### src/rtl/dnn_pkg.sv
// Shared types and helpers for the DNN output stages: the argmax FSM state,
// the result-entry layout and a width helper that never returns zero.
package dnn_pkg;

  typedef enum logic [1:0] {
    IDLE,
    SCAN,
    PUSH
  } argmax_state_t;

  function automatic int clog2_min1(input int n);
    return (n <= 1) ? 1 : $clog2(n);
  endfunction

  function automatic int argmax_entry_width(input int cw, input int bit_size);
    return cw + bit_size + 1;
  endfunction

  // Entry layout at the default DNN configuration; parameterised users pack
  // the same field order with argmax_entry_width.
  localparam int ARGMAX_BIT_SIZE   = 32;
  localparam int ARGMAX_NUM_CLASSES = 2;
  localparam int ARGMAX_CW         = clog2_min1(ARGMAX_NUM_CLASSES);

  typedef struct packed {
    logic [ARGMAX_CW-1:0]       class_idx;
    logic [ARGMAX_BIT_SIZE-1:0] score;
    logic                       last;
  } argmax_entry_t;

endpackage

### src/rtl/dnn_argmax_out_fifo.sv
// First-word-fall-through synchronous FIFO; the head entry is on rd_data
// whenever rd_valid is high. Write is accepted when full if a pop happens too.
module sync_fifo_fwft #(
    parameter int Width = 8,
    parameter int Depth = 4
) (
    input  logic             clk,
    input  logic             res,
    input  logic             wr_en,
    input  logic [Width-1:0] wr_data,
    output logic             wr_ready,
    input  logic             rd_en,
    output logic [Width-1:0] rd_data,
    output logic             rd_valid
);
    localparam int AW = $clog2(Depth);

    logic [Width-1:0] mem [Depth];
    logic [AW:0]      wr_ptr;
    logic [AW:0]      rd_ptr;
    logic             empty;
    logic             full;
    logic             do_push;
    logic             do_pop;

    assign empty    = (wr_ptr == rd_ptr);
    assign full     = (wr_ptr[AW] != rd_ptr[AW]) && (wr_ptr[AW-1:0] == rd_ptr[AW-1:0]);
    assign do_pop   = rd_en && !empty;
    assign wr_ready = !full || do_pop;
    assign do_push  = wr_en && wr_ready;
    assign rd_valid = !empty;
    assign rd_data  = empty ? '0 : mem[rd_ptr[AW-1:0]];

    // NOTE: asynchronous reset on the pointers only; sequential state always
    // uses non-blocking assignments so every flop samples pre-edge values.
    always_ff @(posedge clk or posedge res) begin
        if (res) begin
            wr_ptr <= '0;
            rd_ptr <= '0;
        end else begin
            if (do_push) wr_ptr <= wr_ptr + 1'b1;
            if (do_pop)  rd_ptr <= rd_ptr + 1'b1;
        end
    end

    // NOTE: storage is deliberately not reset; flushing the pointers makes
    // stale words unreachable and keeps the array mappable to RAM.
    always_ff @(posedge clk) begin
        if (do_push) mem[wr_ptr[AW-1:0]] <= wr_data;
    end

endmodule

### src/rtl/dnn_argmax_out.sv
// Output classifier: sequential signed argmax over the final dense layer's
// score vector, one element per cycle, results queued for the host.
module dnn_argmax_out
    import dnn_pkg::*;
#(
    parameter int BitSize    = 32,
    parameter int NumClasses = 2,
    parameter int FifoDepth  = 4,
    parameter int CountBits  = 8
) (
    input  logic                               clk,
    input  logic                               res,
    input  logic                               in_valid,
    input  logic [NumClasses-1:0][BitSize-1:0] in_data,
    input  logic                               in_done,
    output logic                               in_ready,
    input  logic                               out_ready,
    output logic                               out_valid,
    output logic [clog2_min1(NumClasses)-1:0]  out_class,
    output logic [BitSize-1:0]                 out_score,
    output logic                               out_last,
    output logic [CountBits-1:0]               out_count
);
    localparam int CW = clog2_min1(NumClasses);
    localparam int EW = argmax_entry_width(CW, BitSize);

    typedef struct packed {
        logic [CW-1:0]      class_idx;
        logic [BitSize-1:0] score;
        logic               last;
    } entry_t;

    argmax_state_t                      state_r;
    argmax_state_t                      state_next;
    logic [NumClasses-1:0][BitSize-1:0] vec_r;
    logic                               last_r;
    logic [CW-1:0]                      best_idx_r;
    logic signed [BitSize-1:0]          best_val_r;
    logic [CW-1:0]                      idx_r;
    logic [CountBits-1:0]               count_r;
    logic                               accept;
    logic                               push_en;
    logic                               fifo_wr_ready;
    entry_t                             wr_entry;
    entry_t                             head;

    always_ff @(posedge clk or posedge res) begin
        if (res) state_r <= IDLE;
        else     state_r <= state_next;
    end

    // NOTE: default assignment first so no path through the case infers a latch.
    always_comb begin
        state_next = state_r;
        case (state_r)
            IDLE: if (in_valid) state_next = (NumClasses == 1) ? PUSH : SCAN;
            SCAN: if (idx_r == CW'(NumClasses - 1)) state_next = PUSH;
            PUSH: if (fifo_wr_ready) state_next = IDLE;
            default: state_next = IDLE;
        endcase
    end

    always_comb begin
        in_ready = (state_r == IDLE);
        push_en  = (state_r == PUSH) && fifo_wr_ready;
        accept   = (state_r == IDLE) && in_valid;
    end

    // Strictly-greater replacement keeps the lowest index on ties.
    always_ff @(posedge clk or posedge res) begin
        if (res) begin
            vec_r      <= '0;
            last_r     <= 1'b0;
            best_idx_r <= '0;
            best_val_r <= '0;
            idx_r      <= '0;
        end else begin
            case (state_r)
                IDLE: if (accept) begin
                    vec_r      <= in_data;
                    last_r     <= in_done;
                    best_idx_r <= '0;
                    best_val_r <= in_data[0];
                    idx_r      <= CW'(1);
                end
                SCAN: begin
                    if ($signed(vec_r[idx_r]) > best_val_r) begin
                        best_idx_r <= idx_r;
                        best_val_r <= vec_r[idx_r];
                    end
                    idx_r <= idx_r + CW'(1);
                end
                default: ;
            endcase
        end
    end

    always_ff @(posedge clk or posedge res) begin
        if (res)                           count_r <= '0;
        else if (push_en && count_r != '1) count_r <= count_r + CountBits'(1);
    end

    assign wr_entry = '{class_idx: best_idx_r, score: best_val_r, last: last_r};

    sync_fifo_fwft #(
        .Width (EW),
        .Depth (FifoDepth)
    ) u_fifo (
        .clk      (clk),
        .res      (res),
        .wr_en    (push_en),
        .wr_data  (wr_entry),
        .wr_ready (fifo_wr_ready),
        .rd_en    (out_ready),
        .rd_data  (head),
        .rd_valid (out_valid)
    );

    assign out_class = head.class_idx;
    assign out_score = head.score;
    assign out_last  = head.last;
    assign out_count = count_r;

endmodule
### config.mk
export PLATFORM = sky130hd
export DESIGN_NAME = dnn_argmax_out
export DESIGN_NICKNAME = d
export VERILOG_FILES = /design/src/rtl/dnn_pkg.sv /design/src/rtl/dnn_argmax_out_fifo.sv /design/src/rtl/dnn_argmax_out.sv
export SDC_FILE = /design/constraint.sdc
export NUM_CORES = 1
export LEC_CHECK = 0
export CORE_MARGIN = 2
export CORE_UTILIZATION = 30
export CTS_CLUSTER_SIZE = 25
export DETAILED_ROUTE_END_ITERATION = 6
export PLACE_DENSITY = 0.45
export SETUP_SLACK_MARGIN = 0.4
export SKIP_LAST_GASP = 1
export SLEW_MARGIN = 25
export SYNTH_ARGS = -nofsm -noshare
export SYNTH_HDL_FRONTEND = slang
export SYNTH_SLANG_ARGS = --single-unit
export TNS_END_PERCENT = 20
### constraint.sdc
create_clock -name clk -period 3.94 [get_ports clk]
set_clock_uncertainty 0.1 [all_clocks]
set_input_delay 0.394 -clock clk [delete_from_list [all_inputs] [get_ports clk]]
set_output_delay 0.394 -clock clk [all_outputs]
set_load 0.01 [all_outputs]
==> qor.yml, run 1 <==
die_height_um: 197
netSwitchingPower_mw: 4.36
finalNetCount: 1075
die_x_um: 197
max_freq_mhz: 285
first_pass_iters: 4
synth.ff_latch_count: 251
grt_max_degree: 59
setup.worst_path.class: "flip-flop to flip-flop"
met2_length_um: 11900
fin_crit_ns: 3.50
seq_area_frac_synth_pct: 62.4
endpoint_kind: "flip-flop"
p_clk_share_pct: 21.6
synth_edf_count: 136
avgViaCountPerCell: 4.53
arrival_ns: 3.82
cp-start-kind: "flip-flop"
synth_area_leader_cell: "edfxtp_1"
ys_types: 41
hold_path.class: "input pin to asynchronous set/reset pin"
wl_met1_um: 13400
synthArstFlopShare_pct: 45.8
reg2reg_from: "idx_r$_DFFE_PP0P_"
synthesis.nets: 939
clockBufferDepth: 3
cts_tree: "yes"
start_util_pct: 30.5
reg2reg_depth: 13
globalplace.congestion: 0.755
vias: 6608
drt_iter0_markers: 344
tightest_slew_ns: 0.640
yosysWarnings: 0
root_buffer: "clkbuf_16"
grt_pass1_vias: 7112
antenna_found_initial: 0
core_area_um2: 36600
placed_area_um2: 12900
post-route-period-util_pct: 88.9
slew_viol_final: 0
status: "complete, no violations"
muxShareOfSynthArea_pct: 16.1
wl_per_cell_um: 18.4
switching_share_pct: 35.0
seqPwrFrac_pct: 35.1
synth_top_family_by_area: "multiplexers"
drc_errors: 0
synthCells: 832
syn_area_per_cell_um2: 13.4
grt_pass1_wl_um: 42100
p_comb_share_pct: 43.3
maxCapViolCount: 0
synth_compound_area_share_pct: 1.92
rsz0062_at_grt: "yes"
startpoint: "idx_r$_DFFE_PP0P_"
worstPathRequired_ns: 4.25
dpl.cell_count: 1395
tns_ns: 0
gr-usage-all-layers_pct: 14.1
postLayoutCellArea_um2: 14200
route.met3.wl_um: 1080
critPathMaxFanout: 11
synth_top_area_share_pct: 36.6
synth_area_leaders: "edfxtp_1 37%, dfrtp_1 26%, nand2_1 7.1%, mux4_2 6.9%, mux2i_1 5.7%"
hold_violations: 0
critPathBufInv: 4
synthFlopType: "edfxtp_1"
setup_viol: 0
fillers: 3508
io_buffer_count: 112
fin_cells: 1458
cellInternalPower_mw: 8.11
htreeDepth: 1
syn_area_um2: 11200
slew_headroom_pct: 57.3
crit_family: "simple AND/OR/NAND/NOR gates"
diodes: 0
numCtsBuffers: 29
overflow: 0
dieArea_um2: 38700
timing.rr.end: "best_val_r[16]$_DFFE_PP0P_"
total_leakage_power_nw: 5.89
synth_xor_xnor_area_share_pct: 1.10
path_depth: 13
path_clk_slew_ns: 0.06
endpoint: "best_val_r[16]$_DFFE_PP0P_"
hold_ws_ns: 0.168
totalWireLength_um: 26800
clock_latency_ns: 0.54
synthAdderAreaFrac_pct: 4.26
io_pins: 113
ir_worst_vdd_mv: 0.412
area_growth_pct: 27.2
power_density_nw_per_um2: 880
cpPeakStageDelay_ns: 0.44
ant_nets: 0
cts.sinks: 251
drive_above_1_share_pct: 17.1
dr.max_layer_used: "met4"
fp-row-count: 70
worstPathCellList: "buf_12 -> buf_16 -> mux2_2 -> ha_4 -> nand4_1 -> or3_4 -> or4_4 -> or3_4 -> nand2_4 -> o31ai_4 -> buf_6 -> buf_12 -> mux2i_2"
reg2reg_slack_ns: 0.44
dp_hpwl_um: 17900
synth-simple-area-share_pct: 11.4
cpMaxStageDelayCell: "dfrtp_2"
-- cell families (layout without fill, tap and decap cells) --
| family | Yosys count | in the layout |
|---|---|---|
| muxes | 132 | 132 |
| DFF | 251 | 251 |
| buffers and inverters | 74 | 232 |
| AOI/OAI and AO/OA | 33 | 33 |
| xor gates and xnor gates | 14 | 14 |
| and+or+nand+nor | 290 | 290 |
| adders and majority gates | 38 | 38 |
-- worst register-to-register path: stages, from the launching register on --
cell     delay, ns
dfrtp_2       0.44
buf_12        0.14
buf_16        0.13
mux2_2        0.31
ha_4          0.28
nand4_1       0.11
or3_4         0.40
or4_4         0.44
or3_4         0.39
nand2_4       0.09
o31ai_4       0.08
buf_6         0.17
buf_12        0.15
mux2i_2       0.15
-- cells in the mapped netlist, types with 4 or more instances --
cell type  number
ha_1           38
inv_1          35
edfxtp_1      136
mux2i_1        64
xnor2_1        11
o21ai_0         4
nor2_1          7
and2_1          5
mux4_2         34
nand3_1         4
nand4_1        12
clkbuf_1       27
mux2_2         32
buf_1           7
a21oi_1        13
nand2_1       212
o21ai_1         4
nor2b_1        36
dfrtp_1       115
-- metal layers --
layer  vias up  global-route usage (%)
met2       118                    22.1
met5         -                       0
li1       3205                       -
met3        28                    2.28
met1      3257                    20.7
met4         0                    3.01
-- flip-flops by register name, indices dropped and copies added (netlist names) --
| signal | flops |
|---|---|
| state_r | 2 |
| u_fifo.mem | 136 |
| vec_r | 64 |
| u_fifo.rd_ptr | 3 |
| out_count | 8 |
| u_fifo.wr_ptr | 3 |
| best_idx_r | 1 |
| idx_r | 1 |
| best_val_r | 32 |
| last_r | 1 |
-- power groups by stage --
stage / logic (mW) / registers (mW) / clock network [mW]
after floorplan: 3.36 / 4.14 / 0
after global routing: 6.01 / 4.50 / 2.87
final: 5.40 / 4.38 / 2.69
after detailed placement: 5.09 / 4.43 / 0
after CTS: 5.34 / 4.39 / 2.77
after global placement: 5.08 / 4.41 / 0
-- area by class of cell --
class | instances | area (um^2) | share of cell area (%)
sequential | 251 | 6960 | 49.1
multi-input combinational | 507 | 4040 | 28.5
timing repair buffer | 143 | 1490 | 10.5
clock buffer | 36 | 792 | 5.58
tap | 468 | 586 | 4.13
clock inverter | 17 | 170 | 1.20
inverter | 36 | 138 | 0.971
-- timing repair --
item	in CTS	in global routing
resized for setup	7	20
buffers inserted	4	3
pin swaps	1	5
setup endpoints to repair	31	32
hold buffers	0	0
cloned	3	0
-- layout by cell type, fill, tap and decap left out, types with 5 or more instances in the layout --
cell             count
ha_1                29
clkinv_2             6
inv_1               34
buf_12               5
nand2_1            210
nand4_1             12
xnor2_1             11
ha_4                 9
mux2_4               6
clkbuf_16           29
mux2_2              27
mux4_2              34
dfrtp_1            113
a21oi_1             13
mux2i_1             63
buf_4               20
edfxtp_1           136
nor2b_1             36
nor2_1               7
clkdlybuf4s50_1    112
-- per-stage QoR --
stage               total power, mW  setup slack, ns  utilization, %
finish                         12.5            0.436            38.7
global route                   13.4            0.330            38.7
CTS                            12.5            0.430            38.3
detailed placement             9.52            0.333            35.2
global placement               9.50            0.399            35.2
floorplan                      7.50            0.402               -
-- worst min path at each step --
stage                                     end  slack (ns)  cells after the start
finish                  vec_r[43]$_DFFE_PP0P_        0.17                      2
global route        best_val_r[9]$_DFFE_PP0P_        0.21                      2
CTS                     vec_r[40]$_DFFE_PP0P_        0.18                      2
detailed placement      vec_r[13]$_DFFE_PP0P_        0.36                      2
global placement        vec_r[12]$_DFFE_PP0P_        0.35                      2
floorplan               vec_r[33]$_DFFE_PP0P_        0.34                      2
(Power assumes the default switching activity.)
==> inputs of run 2 (changes only) <==
--- a/config.mk
+++ b/config.mk
@@ -9,6 +9,7 @@
 export CORE_UTILIZATION = 30
 export CTS_CLUSTER_SIZE = 25
 export DETAILED_ROUTE_END_ITERATION = 6
+export GPL_TIMING_DRIVEN = 0
 export PLACE_DENSITY = 0.45
 export SETUP_SLACK_MARGIN = 0.4
 export SKIP_LAST_GASP = 1
==> run 2 against run 1 <==
Die area stayed put. Clock power is 4% lower. Critical path depth is 1 lower. Non-clock buffer count is 21 higher. Cell count is 1.5% higher. Power is 0.53% higher. Flip-flop and latch count stayed put. Global-route usage hardly changed. Clock-buffer cell count is 1 higher. Sequential power is 1% lower. Utilization is 0.41 points higher. Worst setup slack worse by 0.077 ns. Critical endpoint is now best_val_r[0]$_DFFE_PP0P_.
==> qor.yml, run 2 (synthesized netlist as in run 1, its figures left out) <==
gr-usage-all-layers_pct: 14.2
clock_latency_ns: 0.55
slew_viol_final: 0
hold_violations: 0
endpoint: "best_val_r[0]$_DFFE_PP0P_"
path_clk_slew_ns: 0.06
antenna_found_initial: 0
tns_ns: 0
cts.sinks: 251
power_density_nw_per_um2: 875
pre_cts_slack_ns: -0.276
worstPathCellList: "buf_8 -> clkbuf_16 -> mux2_4 -> ha_4 -> nand4_1 -> or3_4 -> or4_4 -> or3_4 -> nand2_4 -> o31ai_4 -> buf_12 -> mux2_4"
avgViaCountPerCell: 4.49
dieArea_um2: 38700
io_pins: 113
vias: 6649
setup_ws_ns: 0.359
reg2reg_slack_ns: 0.36
numCtsBuffers: 29
timing.rr.end: "best_val_r[0]$_DFFE_PP0P_"
max_freq_mhz: 279
finalNetCount: 1096
cts-hold-fix-buffers: 0
cts_tree: "yes"
final_cell_mix: "211 x nand2_1, 136 x edfxtp_1, 115 x dfrtp_1, 112 x clkdlybuf4s50_1, 63 x mux2i_1"
switching_share_pct: 35.2
post-route-period-util_pct: 90.9
totalWireLength_um: 27100
p_clk_share_pct: 20.7
reg2reg_from: "idx_r$_DFFE_PP0P_"
path_depth: 12
critPathBufInv: 3
endpoint_kind: "flip-flop"
htreeDepth: 1
overflow: 0
drive_above_1_share_pct: 16.2
seqPwrFrac_pct: 34.5
grt_max_degree: 86
rsz0062_at_grt: "yes"
p_comb_share_pct: 44.8
die_height_um: 197
ant_nets: 0
cp-start-kind: "flip-flop"
drc_errors: 0
startpoint: "idx_r$_DFFE_PP0P_"
fin_crit_ns: 3.58
critPathMaxFanout: 8
start_util_pct: 30.5
cpPeakStageDelay_ns: 0.47
wl_per_cell_um: 18.3
fp-row-count: 70
arrival_ns: 3.91
grt_pass1_wl_um: 42000
netSwitchingPower_mw: 4.41
cpMaxStageDelayCell: "or4_4"
root_buffer: "clkbuf_16"
io_buffer_count: 112
status: "complete, no violations"
die_x_um: 197
first_pass_iters: 6
dp_hpwl_um: 19100
tightest_slew_ns: 0.870
diodes: 0
drt_iter0_markers: 328
final_common_cell: "nand2_1"
globalplace.congestion: 0.766
reg2reg_depth: 12
maxCapViolCount: 0
worstPathRequired_ns: 4.27
core_area_um2: 36600
ir_worst_vdd_mv: 0.413
area_growth_pct: 28.5
slew_headroom_pct: 42.0
crit_family: "simple AND/OR/NAND/NOR gates"
cellInternalPower_mw: 8.13
largest_reg_flops: 136
p_total_mw: 12.5
hold_path.class: "input pin to asynchronous set/reset pin"
setup.worst_path.class: "flip-flop to flip-flop"
setup_viol: 0
grt_pass1_vias: 7092
total_leakage_power_nw: 5.93
clockBufferDepth: 3
[run 2: cell count changes in the layout (fill, tap and decap cells not counted), moves of 3 or more]
cell and change:
clkbuf_1 +19, buf_16 +3, and2_1 -3, clkinv_1 +3
buf_1 +4, clkdlybuf4s15_2 +3, clkbuf_16 +4, buf_4 -15
clkbuf_2 +4
[run 2: area by class of cell]
class	instances	area, um^2
plain buffers	38	274
clock buffers	37	816
clock inverters	17	115
fillers	3543	22300
inverters	36	143
multi-input cells	507	4040
flip-flops and latches	251	6960
well taps	468	586
repair buffers	126	1390
[run 2: routing by layer]
metal | vias to the layer above | wire (um) | global-route usage [%]
met5 | - | 0 | 0
met4 | 0 | 461 | 3.09
met3 | 29 | 881 | 1.98
met2 | 115 | 12400 | 22.7
met1 | 3260 | 13400 | 20.4
li1 | 3245 | - | -
[run 2: metrics by stage]
stage / instance area [um^2] / hold slack (ns) / util (%) / instances
global placement: 12900 / 0.353 / 35.1 / 1412
global route: 14300 / 0.111 / 39.1 / 1480
finish: 14300 / 0.107 / 39.1 / 1480
CTS: 14200 / 0.0897 / 38.9 / 1478
detailed placement: 13000 / 0.358 / 35.5 / 1417
floorplan: 11200 / 0.340 / - / 832
[run 2: what timing repair did]
item / CTS / global route
gates resized for setup: 37 / 8
buffers inserted: 6 / 0
endpoints found under the setup margin: 63 / 62
pin swaps: 4 / 4
gates cloned: 1 / 2
[run 2: power groups by stage]
stage	Sequential, mW	Clock, mW	Combinational, mW
after floorplan	4.14	0	3.36
after global placement	4.36	0	5.13
after detailed placement	4.37	0	5.20
after CTS	4.33	2.67	5.61
after global routing	4.46	2.76	6.24
final	4.33	2.59	5.62
[run 2: how the worst min path moves through the flow]
stage | slack (ns) | start | cells past startpoint | endpoint
after floorplan | 0.34 | vec_r[33]$_DFFE_PP0P_ | 2 | vec_r[33]$_DFFE_PP0P_
after global placement | 0.35 | vec_r[22]$_DFFE_PP0P_ | 2 | vec_r[22]$_DFFE_PP0P_
after detailed placement | 0.36 | vec_r[18]$_DFFE_PP0P_ | 2 | vec_r[18]$_DFFE_PP0P_
after CTS | 0.09 | res | 2 | vec_r[40]$_DFFE_PP0P_
after global routing | 0.11 | res | 2 | vec_r[40]$_DFFE_PP0P_
final | 0.11 | res | 2 | vec_r[40]$_DFFE_PP0P_
[run 2: worst reg2reg max path: cells and delay by family, from the launching register on]
family,cells,cell delay (ns)
DFF,1,0.38
AOI/OAI and AO/OA,1,0.08
muxes,2,0.61
and+or+nand+nor,5,1.52
adders and majority gates,1,0.27
buffers and inverters,3,0.49
